<file path="src/rtl/mux_4x1_rr.sv">
// mux_4x1_rr: round-robin combiner of four valid/ready lanes onto one registered, lane-tagged stream
// Ports: clk/rst (sync, active-high); in_valid[3:0], in_ready[3:0], in0..in3 lane data;
//        out_valid, out_ready, out (registered data), sel (registered source lane index)
module mux_4x1_rr #(
    parameter int WIDTH = 8
) (
    input  logic             clk,
    input  logic             rst,
    input  logic [3:0]       in_valid,
    output logic [3:0]       in_ready,
    input  logic [WIDTH-1:0] in0,
    input  logic [WIDTH-1:0] in1,
    input  logic [WIDTH-1:0] in2,
    input  logic [WIDTH-1:0] in3,
    output logic             out_valid,
    input  logic             out_ready,
    output logic [WIDTH-1:0] out,
    output logic [1:0]       sel
);
    logic [1:0]       r_ptr;
    logic             r_valid;
    logic [WIDTH-1:0] r_out;
    logic [1:0]       r_sel;
    logic [1:0]       w_grant;
    logic [1:0]       w_idx;
    logic             w_any;
    logic             w_load;
    logic             w_xfer;
    logic [WIDTH-1:0] w_data;

    // Walk from the farthest offset back to ptr so the lane closest to ptr wins.
    always_comb begin
        w_any   = 1'b0;
        w_grant = r_ptr;
        w_idx   = r_ptr;
        for (int k = 3; k >= 0; k--) begin
            w_idx = r_ptr + 2'(k);
            if (in_valid[w_idx]) begin
                w_any   = 1'b1;
                w_grant = w_idx;
            end
        end
    end

    assign w_load   = !rst && (!r_valid || out_ready);
    assign w_xfer   = w_load && w_any;
    assign in_ready = w_xfer ? 4'b0001 << w_grant : 4'b0000;
    assign w_data   = w_grant == 2'd0 ? in0 : w_grant == 2'd1 ? in1 : w_grant == 2'd2 ? in2 : in3;

    always_ff @(posedge clk) begin
        if (rst) begin
            r_valid <= 1'b0;
            r_out   <= '0;
            r_sel   <= 2'b00;
            r_ptr   <= 2'b00;
        end else if (w_xfer) begin
            r_valid <= 1'b1;
            r_out   <= w_data;
            r_sel   <= w_grant;
            r_ptr   <= w_grant + 2'd1;
        end else if (r_valid && out_ready) begin
            r_valid <= 1'b0;
        end
    end

    assign out_valid = r_valid;
    assign out       = r_out;
    assign sel       = r_sel;
endmodule

</file>
<file path="config.mk">
export PLATFORM = sky130hd
export DESIGN_NAME = mux_4x1_rr
export DESIGN_NICKNAME = d
export VERILOG_FILES = /design/src/rtl/mux_4x1_rr.sv
export SDC_FILE = /design/constraint.sdc
export NUM_CORES = 1
export LEC_CHECK = 0
export ABC_AREA = 1
export CELL_PAD_IN_SITES_DETAIL_PLACEMENT = 1
export CELL_PAD_IN_SITES_GLOBAL_PLACEMENT = 2
export CORE_UTILIZATION = 19
export CTS_CLUSTER_SIZE = 25
export DETAILED_ROUTE_END_ITERATION = 16
export PLACE_DENSITY = 0.77
export SLEW_MARGIN = 0
export SYNTH_ARGS = -nofsm -noshare
export SYNTH_HDL_FRONTEND = slang
export SYNTH_SLANG_ARGS = --single-unit
</file>
<file path="constraint.sdc">
create_clock -name clk -period 2.4 [get_ports clk]
set_input_delay 0.48 -clock clk [delete_from_list [all_inputs] [get_ports clk]]
set_output_delay 0.48 -clock clk [all_outputs]
set_load 0.01 [all_outputs]
</file>
# == Yosys cells after proc, flatten, opt, wreduce, memory -nomap -nowiden ==
# Index checks and enable logic that the tools add are counted.
# word_totals
word_cells,45
ram_bits,0
out_inout_bits,15
mem_bits_ro,0
memories,0
reg_bits,13
latchBits,0
# op_classes
mul,0
addsub,4
order_cmp,4
div_mod_pow,0
reduce_logical,8
muxes,22
shift,1
bitwise_logic,0
n_eq_ne,2
# op_table
operator,count
8-bit two-way mux,3
2-bit by 3-bit less-than comparator with 1-bit output (second input constant),4
1-bit two-way mux,10
1-bit binary-select mux with 2-bit select,4
2-bit two-way mux,4
2-bit by 1-bit adder with 2-bit output (second input constant),2
2-bit adder (second input constant),2
4-bit two-way mux,1
1-bit by 2-bit << shifter with 4-bit output (first input constant),1
1-bit logical AND,3
2-bit by 1-bit == test with 1-bit output (second input constant),1
2-bit == test (second input constant),1
1-bit zero test,2
2-bit zero test,1
2-bit nonzero test,1
1-bit logical OR,1

# == Depth between registers and ports, before layout ==
# depth
word_depth,11
mapped_depth,20
ltp_nobuf,19

# == Worst setup path after synthesis ==
# No wires, ideal clock.
# synth_timing
kind,input-to-output
from,in in_valid[1]
to,out in_ready[0]
setup_slack_ps,-18
required_ps,1920
path_buffers,1
arrival_ps,1938
path_stages,15
path_cell_list,inv_1 -> nand2_2 -> nand3_1 -> nand2_1 -> inv_1 -> nand2_1 -> nand2_1 -> nand2_1 -> nand2_1 -> nand2_1 -> inv_1 -> ha_1 -> clkinv_1 -> clkbuf_1 -> nor2_1
# synth_via
elab_chain_len,8
elab_cells_between_ends,19
classes_between,shift: 1; mux: 17; reduce/logical: 1
# synth_lines
item,line,rtl
start: declaration,9,"input logic [3:0] in_valid,"
1-bit binary-select mux with 2-bit select,38,if (in_valid[w_idx]) begin
1-bit two-way mux (not written as such),38,
2-bit two-way mux (3 in series),38,
2-bit two-way mux *,38,
net w_grant[0],24,logic [1:0] w_grant;
1-bit by 2-bit << shifter with 4-bit output *,47,assign in_ready = w_xfer ? 4'b0001 << w_grant : 4'b0000;
4-bit two-way mux *,47,
end: declaration,10,"output logic [3:0] in_ready,"
# Mark *: on every way through the listed nets, which the timed path passes. The rest lies on a longest branch. The select of a mux whose other input is x is not followed.

# == Final worst setup path ==
# layout_timing
from,reg r_ptr[0]
to,out in_ready[3]
# layout_via
elab_chain_len,9
elab_cells_between_ends,22
classes_between,add/sub: 3; shift: 1; mux: 17; reduce/logical: 1
# layout_lines
item,line,rtl
start: declaration,20,logic [1:0] r_ptr;
start signal: assignment,60,r_ptr <= w_grant + 2'd1;
2-bit adder,37,w_idx = r_ptr + 2'(k);
1-bit binary-select mux with 2-bit select,38,
1-bit two-way mux (not written as such),38,
2-bit two-way mux (3 in series),38,
2-bit two-way mux *,38,
net w_grant[0],24,
1-bit by 2-bit << shifter with 4-bit output *,47,
4-bit two-way mux *,47,
# Marks and branches as above.

==> flow_metrics.py <==
metrics = {
    "place": {
        "hpwl_um": 3010,
        "io_buffers": 53,
        "gp_congestion": 0.765,
    },
    "timing": {
        "slew_violations": 0,
        "slew_headroom": 0.759,
        "setup_tns_ns": 0,
        "fin_skew_ns": 0.00227,
        "setup_viol": 0,
        "period_minus_slack_ns": 2.39,
        "post-route-period-util": 0.994,
        "finalHoldViolCount": 0,
        "worst_slew_pin_slew_ns": 0.362,
        "grt_setup_unrepaired": "yes",
        "fmaxAchievable_mhz": 419,
    },
    "routing": {
        "drt-initial-drc-count": 45,
        "routedWlPerCell_um": 12.5,
        "drcViolationCount": 0,
        "drt_wl_total_um": 4040,
        "vias": 1355,
        "dr.pass1.iters": 4,
        "avgViaCountPerCell": 4.18,
        "drtAntennaViolNets": 0,
    },
    "layout": {
        "fin_nets": 298,
        "postLayoutCoreUtil": 0.403,
        "area_growth_pct": 100,
        "n_fill_cell": 672,
        "final_cell_mix": "nand2_1, clkdlybuf4s50_1, buf_4",
        "diodes": 0,
        "final_common_cell": "nand2_1",
        "seqCellArea_um2": 265,
        "drive_above_1_share": 0.398,
        "multi_input_area_um2": 837,
    },
    "pwr": {
        "leakage_uw": 0.000972,
        "power_density_nw_per_um2": 1110,
        "ir_drop_mv": 0.471,
        "power_uw": 2340,
    },
    "status": {
        "status": "completed",
    },
    "logic_synthesis": {
        "synth_nets": 215,
        "synth-async-reset-ratio": 0,
        "synth_top_family_by_area": "simple AND/OR/NAND/NOR gates",
        "yosys_warnings": 0,
        "synth.area.mux_share": 0,
        "yosys.area_share.simple": 0.433,
        "synth_xor_area_frac": 0,
        "synthesis.area_um2": 1050,
        "synthAdderAreaFrac": 0.0478,
        "synth_compound_area_frac": 0.133,
        "synth_cell_types": 22,
        "yosysSeqAreaShare": 0.249,
        "syn_inst": 172,
        "synth_seq_cells": 13,
        "synth_edf_count": 0,
        "syn_avg_cell_area_um2": 6.08,
        "synth_flop_cell": "dfxtp_1",
    },
    "setup_path": {
        "path_cells": "buf_8 -> o21ai_4 -> nand2_1 -> nand2_1 -> nand2_2 -> nand2_4 -> nand2_2 -> nand2_2 -> nand2_4 -> buf_6 -> ha_4 -> inv_2 -> nor2_2 -> buf_2",
        "critical_path_arrival_ns": 1.91,
        "worstPathRequired_ns": 1.92,
        "cp_slowest_stage_delay_ns": 0.33,
        "rr_worst_depth": 19,
        "crit_type": "reg2out",
        "cp_slowest_cell": "dfxtp_2",
        "cp_common_cell": "nand2_2",
        "worst-path-max-fanout": 8,
        "crit_path_start_kind": "register",
        "cp_top_family": "simple AND/OR/NAND/NOR gates",
        "path_buf_inv": 4,
        "cp.depth": 14,
        "worst_setup_path_end_kind": "output pin",
    },
    "floorplanning": {
        "io_pins": 54,
        "fp.dieH_um": 76.2,
        "die_area_um2": 5810,
        "fp-row-count": 26,
        "core_area_um2": 5200,
        "floorplan.initialDensity": 0.201,
        "die_w_um": 76.2,
    },
    "clocking": {
        "cts_num_sinks": 13,
        "cts_buffers": 3,
        "htreeDepth": 1,
        "path_clk_slew_ns": 0.05,
        "cts_hold_buf": 0,
        "tritoncts": "yes",
        "cts_buffer_depth": 2,
        "clk_latency_ns": 0.25,
        "clockRootBuffer": "clkbuf_8",
    },
    "job": {
        "maxCapViolCount": 0,
    },
    "global_route": {
        "grt_pass1_vias": 1397,
        "grt.total_usage": 0.136,
        "antenna_found_initial": 0,
        "grt.overflow.total": 0,
        "grt_pass1_wl_um": 6460,
        "grt_max_degree": 17,
    },
    "hold_path": {
        "worstHoldPathType": "reg2reg",
        "hold-path-cell-count": 2,
    },
}
==> logic make-up after synthesis <==
group | Yosys count
simple gates | 102
fa+ha+maj | 4
compound gates | 23
buf+inv | 30
flops | 13
==> final timing paths <==
kind	from	to	slack, ns
max	r_ptr[0]$_SDFFE_PP0P_	in_ready[3]	0.01
min	out[4]$_SDFFE_PP0P_	out[4]$_SDFFE_PP0P_	0.47
max reg2reg	r_ptr[0]$_SDFFE_PP0P_	out[2]$_SDFFE_PP0P_	0.18
min reg2reg	out[4]$_SDFFE_PP0P_	out[4]$_SDFFE_PP0P_	0.47
==> cell type report <==
type                       instances  area share
timing repair buffer              85       0.364
sequential                        13       0.126
tap                               70      0.0418
multi-input combinational        129       0.399
clock buffer                       4      0.0215
inverter                          23      0.0471
==> synthesized netlist by cell type, types with 2 or more instances <==
library cell	n	area (µm²)
a21oi_1	2	10.0
buf_2	2	10.0
buf_6	2	22.5
clkbuf_1	2	7.51
clkinv_1	2	7.51
dfxtp_1	13	260
ha_1	4	50.1
inv_1	18	67.6
inv_2	2	7.51
nand2_1	65	244
nand2_2	4	25.0
nand3_1	22	110
nand3_2	2	20.0
nor2_1	5	18.8
nor2_2	2	12.5
nor2_4	2	22.5
o211ai_1	8	60.1
o21ai_0	11	55.1
==> tightest hold or removal path, cell delays in order, from the launching register on <==
cell and delay (ns):
dfxtp_1 0.30, nand3_1 0.07, nand2_1 0.05
==> report_power, final <==
part / switching [µW] / internal [µW]
logic: 937 / 839
registers: 56.1 / 309
clock network: 79.0 / 117
==> repair_timing <==
action                     4_1_cts  5_1_grt
setup endpoints to repair       12       12
buffers inserted                 6        2
resized for setup               45       55
pin swaps                       10       22
==> stage by stage <==
step / std cells / hold WS [ns] / instance area (µm²) / setup slack [ns]
after floorplan: 172 / 0.491 / 1050 / 0.00671
after detailed placement: 313 / 0.463 / 1800 / -0.752
after global routing: 324 / 0.502 / 2100 / -0.0553
final: 324 / 0.467 / 2100 / 0.0133
after CTS: 323 / 0.472 / 1930 / 0.00286
after global placement: 313 / 0.457 / 1800 / -0.698
==> flip-flops by register name, indices dropped and copies added (netlist names) <==
signal	flops
out	8
sel	2
out_valid	1
r_ptr	2
==> routing by layer <==
| layer | track usage | vias to the layer above | share of wire |
|---|---|---|---|
| li1 | - | 712 | - |
| met1 | 0.182 | 617 | 0.49 |
| met2 | 0.226 | 21 | 0.47 |
| met3 | 0.0108 | 5 | 0.032 |
| met4 | 0.0519 | 0 | 0.014 |
| met5 | 0 | - | 0 |
Note: power is estimated with default switching activity, not from simulation.
